**config.mk**
```make
export PLATFORM = sky130hd
export DESIGN_NAME = window_sum_decoder_flat
export DESIGN_NICKNAME = d
export VERILOG_FILES = /design/src/rtl/window_sum_decoder_pkg.sv /design/src/rtl/window_sum_decoder_if.sv /design/src/rtl/window_sum_decoder_lane.sv /design/src/rtl/window_sum_decoder.sv /design/src/flat_wrapper.sv
export SDC_FILE = /design/constraint.sdc
export NUM_CORES = 1
export LEC_CHECK = 0
export CAP_MARGIN = 20
export CELL_PAD_IN_SITES_DETAIL_PLACEMENT = 1
export CELL_PAD_IN_SITES_GLOBAL_PLACEMENT = 1
export CORE_MARGIN = 2
export CORE_UTILIZATION = 45
export CTS_BUF_LIST = sky130_fd_sc_hd__clkbuf_16
export DETAILED_ROUTE_END_ITERATION = 8
export GPL_TIMING_DRIVEN = 0
export MAX_ROUTING_LAYER = met4
export PLACE_DENSITY = 0.86
export SLEW_MARGIN = 20
export SYNTH_ARGS = -nofsm -noshare
export SYNTH_HDL_FRONTEND = slang
export SYNTH_HIERARCHICAL = 1
export SYNTH_SLANG_ARGS = --single-unit
```
**constraint.sdc**
```tcl
create_clock -name clk -period 2.74 [get_ports clk]
set_clock_uncertainty 0.2 [all_clocks]
set_input_delay 0.685 -clock clk [delete_from_list [all_inputs] [get_ports clk]]
set_output_delay 0.685 -clock clk [all_outputs]
set_load 0.05 [all_outputs]
```
**src/rtl/window_sum_decoder_pkg.sv**
```systemverilog
// rtl/window_sum_decoder_pkg.sv - shared packing, p codes and decode helper for the window-sum codec
package window_sum_decoder_pkg;

    localparam int WINDOW_SIZE_DEFAULT = 4;

    localparam int X_LSB = 0;
    localparam int Y_LSB = 2;
    localparam int T_LSB = 4;
    localparam int P_LSB = 6;

    localparam logic [1:0] P_VALID = 2'b11;
    localparam logic [1:0] P_CLEAR = 2'b10;

    // Field order matches the offsets above: p in [7:6], t in [5:4], y in [3:2], x in [1:0].
    typedef struct packed {
        logic [1:0] p;
        logic [1:0] t;
        logic [1:0] y;
        logic [1:0] x;
    } word_t;

    typedef enum logic [1:0] {
        OP_IDLE   = 2'd0,
        OP_CLEAR  = 2'd1,
        OP_ACCEPT = 2'd2
    } op_t;

    // The p codes are mutually exclusive, so a plain lookup is enough.
    function automatic op_t decode_p(input logic [1:0] p);
        case (p)
            P_VALID: return OP_ACCEPT;
            P_CLEAR: return OP_CLEAR;
            default: return OP_IDLE;
        endcase
    endfunction

endpackage

```
**src/rtl/window_sum_decoder_if.sv**
```systemverilog
// rtl/window_sum_decoder_if.sv - packed word bus between link source and decoder
interface window_sum_decoder_if;
    logic [7:0] ui_in;
    logic [7:0] uo_out;

    modport master (output ui_in, input uo_out);
    modport slave  (input ui_in, output uo_out);
endinterface

```
**src/rtl/window_sum_decoder_lane.sv**
```systemverilog
// rtl/window_sum_decoder_lane.sv - one 2-bit channel: history, previous sum and difference/add path
module window_sum_decoder_lane #(
    parameter int WINDOW_SIZE = 4
) (
    input  logic       clk,
    input  logic       rst_n,
    input  logic       clr,
    input  logic       acc,
    input  logic [1:0] sum_in,
    output logic [1:0] rec
);

    // hist[0] is the oldest recovered sample, the one leaving the encoder window.
    logic [1:0] hist [WINDOW_SIZE];
    logic [1:0] s_prev;

    // Mod-4 wrap is intentional: first difference plus the sample dropping out of the window.
    assign rec = (sum_in - s_prev) + hist[0];

    // Shift the history on every accepted word; reset and soft clear return to the common zero state.
    always_ff @(posedge clk) begin
        if (rst_n || clr) begin
            for (int i = 0; i < WINDOW_SIZE; i++) begin
                hist[i] <= 2'd0;
            end
            s_prev <= 2'd0;
        end else if (acc) begin
            for (int i = 0; i < WINDOW_SIZE - 1; i++) begin
                hist[i] <= hist[i+1];
            end
            hist[WINDOW_SIZE-1] <= rec;
            s_prev              <= sum_in;
        end
    end

endmodule

```
**src/rtl/window_sum_decoder.sv**
```systemverilog
// rtl/window_sum_decoder.sv - windowed moving-sum decoder: p decode, count/primed and output register
module window_sum_decoder
    import window_sum_decoder_pkg::*;
#(
    parameter int WINDOW_SIZE = WINDOW_SIZE_DEFAULT  // must match the encoder, 2..8
) (
    input  logic                 clk,
    input  logic                 rst_n,
    window_sum_decoder_if.slave  bus
);

    localparam int              CW   = $clog2(WINDOW_SIZE) + 1;
    localparam logic [CW-1:0]   FULL = CW'(WINDOW_SIZE);

    word_t         word;
    op_t           op;
    logic          clr;
    logic          acc;
    logic [1:0]    rec_x;
    logic [1:0]    rec_y;
    logic [1:0]    rec_t;
    logic [CW-1:0] count;
    logic [CW-1:0] count_next;
    logic [7:0]    out_q;

    assign word = word_t'(bus.ui_in);
    assign op   = decode_p(word.p);
    assign clr  = (op == OP_CLEAR);
    assign acc  = (op == OP_ACCEPT);

    window_sum_decoder_lane #(.WINDOW_SIZE(WINDOW_SIZE)) u_lane_x (
        .clk(clk), .rst_n(rst_n), .clr(clr), .acc(acc), .sum_in(word.x), .rec(rec_x)
    );
    window_sum_decoder_lane #(.WINDOW_SIZE(WINDOW_SIZE)) u_lane_y (
        .clk(clk), .rst_n(rst_n), .clr(clr), .acc(acc), .sum_in(word.y), .rec(rec_y)
    );
    window_sum_decoder_lane #(.WINDOW_SIZE(WINDOW_SIZE)) u_lane_t (
        .clk(clk), .rst_n(rst_n), .clr(clr), .acc(acc), .sum_in(word.t), .rec(rec_t)
    );

    // Saturating accepted-word count; primed is derived from the value it is about to hold.
    always_comb begin
        count_next = count;
        if (count != FULL) begin
            count_next = count + 1'b1;
        end
    end

    // Output register: accept loads fresh fields, idle only drops out_valid, clear zeroes everything.
    always_ff @(posedge clk) begin
        if (rst_n) begin
            count <= '0;
            out_q <= 8'h00;
        end else begin
            case (op)
                OP_CLEAR: begin
                    count <= '0;
                    out_q <= 8'h00;
                end
                OP_ACCEPT: begin
                    count <= count_next;
                    out_q <= {(count_next == FULL), 1'b1, rec_t, rec_y, rec_x};
                end
                default: begin
                    out_q[6] <= 1'b0;
                end
            endcase
        end
    end

    assign bus.uo_out = out_q;

endmodule

```
**src/flat_wrapper.sv**
```systemverilog
// flat-port wrapper written by rule: the top's interface ports become plain ports
module window_sum_decoder_flat import window_sum_decoder_pkg::*;
#(
    parameter int WINDOW_SIZE = WINDOW_SIZE_DEFAULT                                 
)
  (clk, rst_n, bus_ui_in, bus_uo_out);
  window_sum_decoder_if bus_i ();
  input  logic clk;
  input  logic rst_n;
  input wire logic [$bits(bus_i.ui_in)-1:0] bus_ui_in;
  output wire logic [$bits(bus_i.uo_out)-1:0] bus_uo_out;
  assign bus_i.ui_in = bus_ui_in;
  assign bus_uo_out = bus_i.uo_out;
  window_sum_decoder #(.WINDOW_SIZE(WINDOW_SIZE)) u_core (.clk(clk), .rst_n(rst_n), .bus(bus_i));
endmodule
```
==> results.cfg <==
[worst_setup_path]
kind_of_end_point_of_the_critical_path = flop
cp_data_arrival_time_ns = 2.35
critical_path_peak_fanout = 10
rrSetupSlack_ns = 0.94
cp_data_required_time_ns = 2.52
timing.critical_path.from_type = input port
worstReg2RegEnd = u_core/bus.uo_out[3]$_SDFFE_PP0P_
worst_r2r_startpoint = u_core/u_lane_y/hist[0][0]$_SDFFCE_PN0P_
endpoint = u_core/u_lane_x/hist[0][0]$_SDFFCE_PN0P_
critPathKind = in -> reg
r2r.worst_path.cells = 8
critical_path.startpoint = bus_ui_in[7]

[cts]
postCtsSetupBuffers = 0
clk_transition_reported_paths_ns = 0.06
cts.sink_count = 41
cts_tree = done
clk_latency_ns = 0.28
tritoncts.num_buffers = 5
cts_root_buffer_type = sky130_fd_sc_hd__clkbuf_16
post_cts_resize_count = 2
clock_h_tree_levels = 2
clockBufferDepth = 2
postCtsHoldBufs = 0

[synth]
asyncSetResetFlopFracSynth_pct = 0
post_synth.cell_area_avg_um2 = 12.41
synth_seq_area_share_pct = 58.56
yosysUniqueCellTypes = 25
yosys-top-cells-area = sky130_fd_sc_hd__edfxtp_1 40%, sky130_fd_sc_hd__dfxtp_1 19%, sky130_fd_sc_hd__and2_1 8.6%, sky130_fd_sc_hd__ha_1 5.5%, sky130_fd_sc_hd__xnor3_1 3.7%
fraction_of_synthesized_cell_area_taken_by_the_top_area_cell_type_pct = 39.78
synth-edff-count = 24
yosysWarnings = 6
syn_std_cell_area_um2 = 1812
synthesis.nets = 164
synth_largest_area_cell = sky130_fd_sc_hd__edfxtp_1
postSynth.topFlopCell = sky130_fd_sc_hd__edfxtp_1
ys_seq_elements = 41
synthesis.instances = 146

[drt]
drt_pass1_iterations = 4
ratio_of_routed_vias_to_standard_cells = 5.105
route.detailed.wl_per_inst_um = 16.96
detail_route.iter0.violations = 48
vias = 1123
route.antenna.remaining_nets = 0
wirelength_mm = 3.731
drc_errors = 0

[global_routing]
wire_length_of_the_first_global_routing_pass_mm = 6.072
maximum_number_of_pins_on_one_net_before_global_route_repair = 13
grt_antenna_before_repair = 0
grt_use_total_pct = 20.16
first_global_vias = 1219
grt_overflow_total = 0

[pwr]
vdd_drop_max_mv = 0.4243
static-leakage-power_nw = 0.9040
cellPowerDensity_nw_per_um2 = 679.8

[sta]
hold_viol = 0
timing.fmax_mhz = 388.7
min_period_over_period_pct = 93.89
setup-violations-final = 0
layout_setup_ws_ns = 0.1673
slew_headroom_pct = 60.77
slew_worst_pin_ns = 0.5859
finalMaxSlewViolations = 0
hold_ws_ns = 0.2835
layout_min_cycle_time_ns = 2.573
grt_setup_unrepaired = false

[die]
ios = 18
die_h_um = 67.45
die-width_um = 67.45
design.die.area_um2 = 4550
floorplan.initialDensity_pct = 45.95
rows = 23
design.core.area_um2 = 3943

[finish]
final_net_count = 187
fillers = 415
most_common_library_cell_in_the_layout_ignoring_fill_and_taps = sky130_fd_sc_hd__and2_1
diodes = 0
flow.area_growth_from_synthesis_pct = 22.03
layout.cells.most_common_list = 25 x sky130_fd_sc_hd__and2_1, 24 x sky130_fd_sc_hd__edfxtp_1, 17 x sky130_fd_sc_hd__dfxtp_1
layout_cells_sized_above_1_pct = 10.59
design_area_um2 = 2211

[hold_path]
hold_path_class = reg -> reg
min_path_cells = 2

[place]
io_buffers = 16
postPlaceCellArea_um2 = 2034
detailedPlace.worstSlack_ns = -0.5071
place.detailed.hpwl_mm = 2.692
gp_congestion = 0.7931

[run_status]
run_status = complete, no violations

[flow_run]
cap_violations = 0
## sequential cells by signal, indices dropped and copies added, names as in the netlist
signal	flops
u_core/u_lane_y/hist	8
u_core/u_lane_y/s_prev	2
u_core/u_lane_t/hist	8
u_core/count	3
u_core/u_lane_t/s_prev	2
u_core/u_lane_x/s_prev	2
u_core/bus.uo_out	8
u_core/u_lane_x/hist	8
## cells by family after synthesis
logic type                 synth area share (%)
AOI/OAI and AO/OA                         6.907
buffers and inverters                     3.729
adders and majority gates                 5.525
xor gates and xnor gates                  7.113
DFF                                       58.56
and+or+nand+nor                           18.16
## worst min path at each step
| stage | start | to | slack (ns) |
|---|---|---|---|
| final | u_core/bus.uo_out[5]$_SDFFE_PP0P_ | u_core/bus.uo_out[5]$_SDFFE_PP0P_ | 0.28 |
| after global routing | u_core/bus.uo_out[0]$_SDFFE_PP0P_ | u_core/bus.uo_out[0]$_SDFFE_PP0P_ | 0.32 |
| after CTS | u_core/bus.uo_out[5]$_SDFFE_PP0P_ | u_core/bus.uo_out[5]$_SDFFE_PP0P_ | 0.28 |
| after detailed placement | u_core/bus.uo_out[5]$_SDFFE_PP0P_ | u_core/bus.uo_out[5]$_SDFFE_PP0P_ | 0.27 |
| after global placement | u_core/bus.uo_out[1]$_SDFFE_PP0P_ | u_core/bus.uo_out[1]$_SDFFE_PP0P_ | 0.26 |
| after floorplan | u_core/u_lane_t/s_prev[0]$_SDFFE_PP0P_ | u_core/u_lane_t/s_prev[0]$_SDFFE_PP0P_ | 0.26 |
## cells in the mapped netlist, types with 4 or more instances
cell type	number
sky130_fd_sc_hd__xnor2_1	4
sky130_fd_sc_hd__a21oi_1	9
sky130_fd_sc_hd__dfxtp_1	17
sky130_fd_sc_hd__edfxtp_1	24
sky130_fd_sc_hd__and2_1	25
sky130_fd_sc_hd__inv_1	11
sky130_fd_sc_hd__nand3_1	7
sky130_fd_sc_hd__nand2b_1	8
sky130_fd_sc_hd__ha_1	8
## metal layers
metal	GRT usage, %	wire, µm	vias up
met5	-	0	-
met4	7.653	61	0
met3	6.000	121	6
met2	33.79	2010	17
met1	22.74	1537	554
li1	-	-	546
## report_power, final
group | internal, mW | switching, mW
combinational | 0.0670 | 0.0910
clock | 0.423 | 0.221
sequential | 0.688 | 0.0127
total | 1.18 | 0.325
## critical path: stages
cell                              delay [ns]
sky130_fd_sc_hd__clkdlybuf4s50_1        0.53
sky130_fd_sc_hd__clkbuf_2               0.26
sky130_fd_sc_hd__nor2b_4                0.20
sky130_fd_sc_hd__nor3_1                 0.40
sky130_fd_sc_hd__inv_1                  0.27
## layout make-up
type                            instances  area, µm²  area share, %
Inverter                               12      45.04          2.037
Timing Repair Buffer                   16      160.2          7.244
Buffer                                  4      23.77          1.075
Clock inverter                          3      37.54          1.698
Tap cell                               50      62.56          2.830
Clock buffer                            5      125.1          5.659
Multi-Input combinational cell         89      695.7          31.47
Sequential cell                        41       1061          47.99
## through the flow
stage          cells  util, %  total power [mW]  setup TNS [ns]
2_1_floorplan    146        -            0.8097               0
3_3_place_gp     212    51.60            0.8574          -16.50
3_5_place_dp     212    51.60            0.8700          -20.53
4_1_cts          220    55.82             1.517               0
5_1_grt          220    56.08             1.559               0
6_report         220    56.08             1.503               0
(Power assumes the default switching activity.)
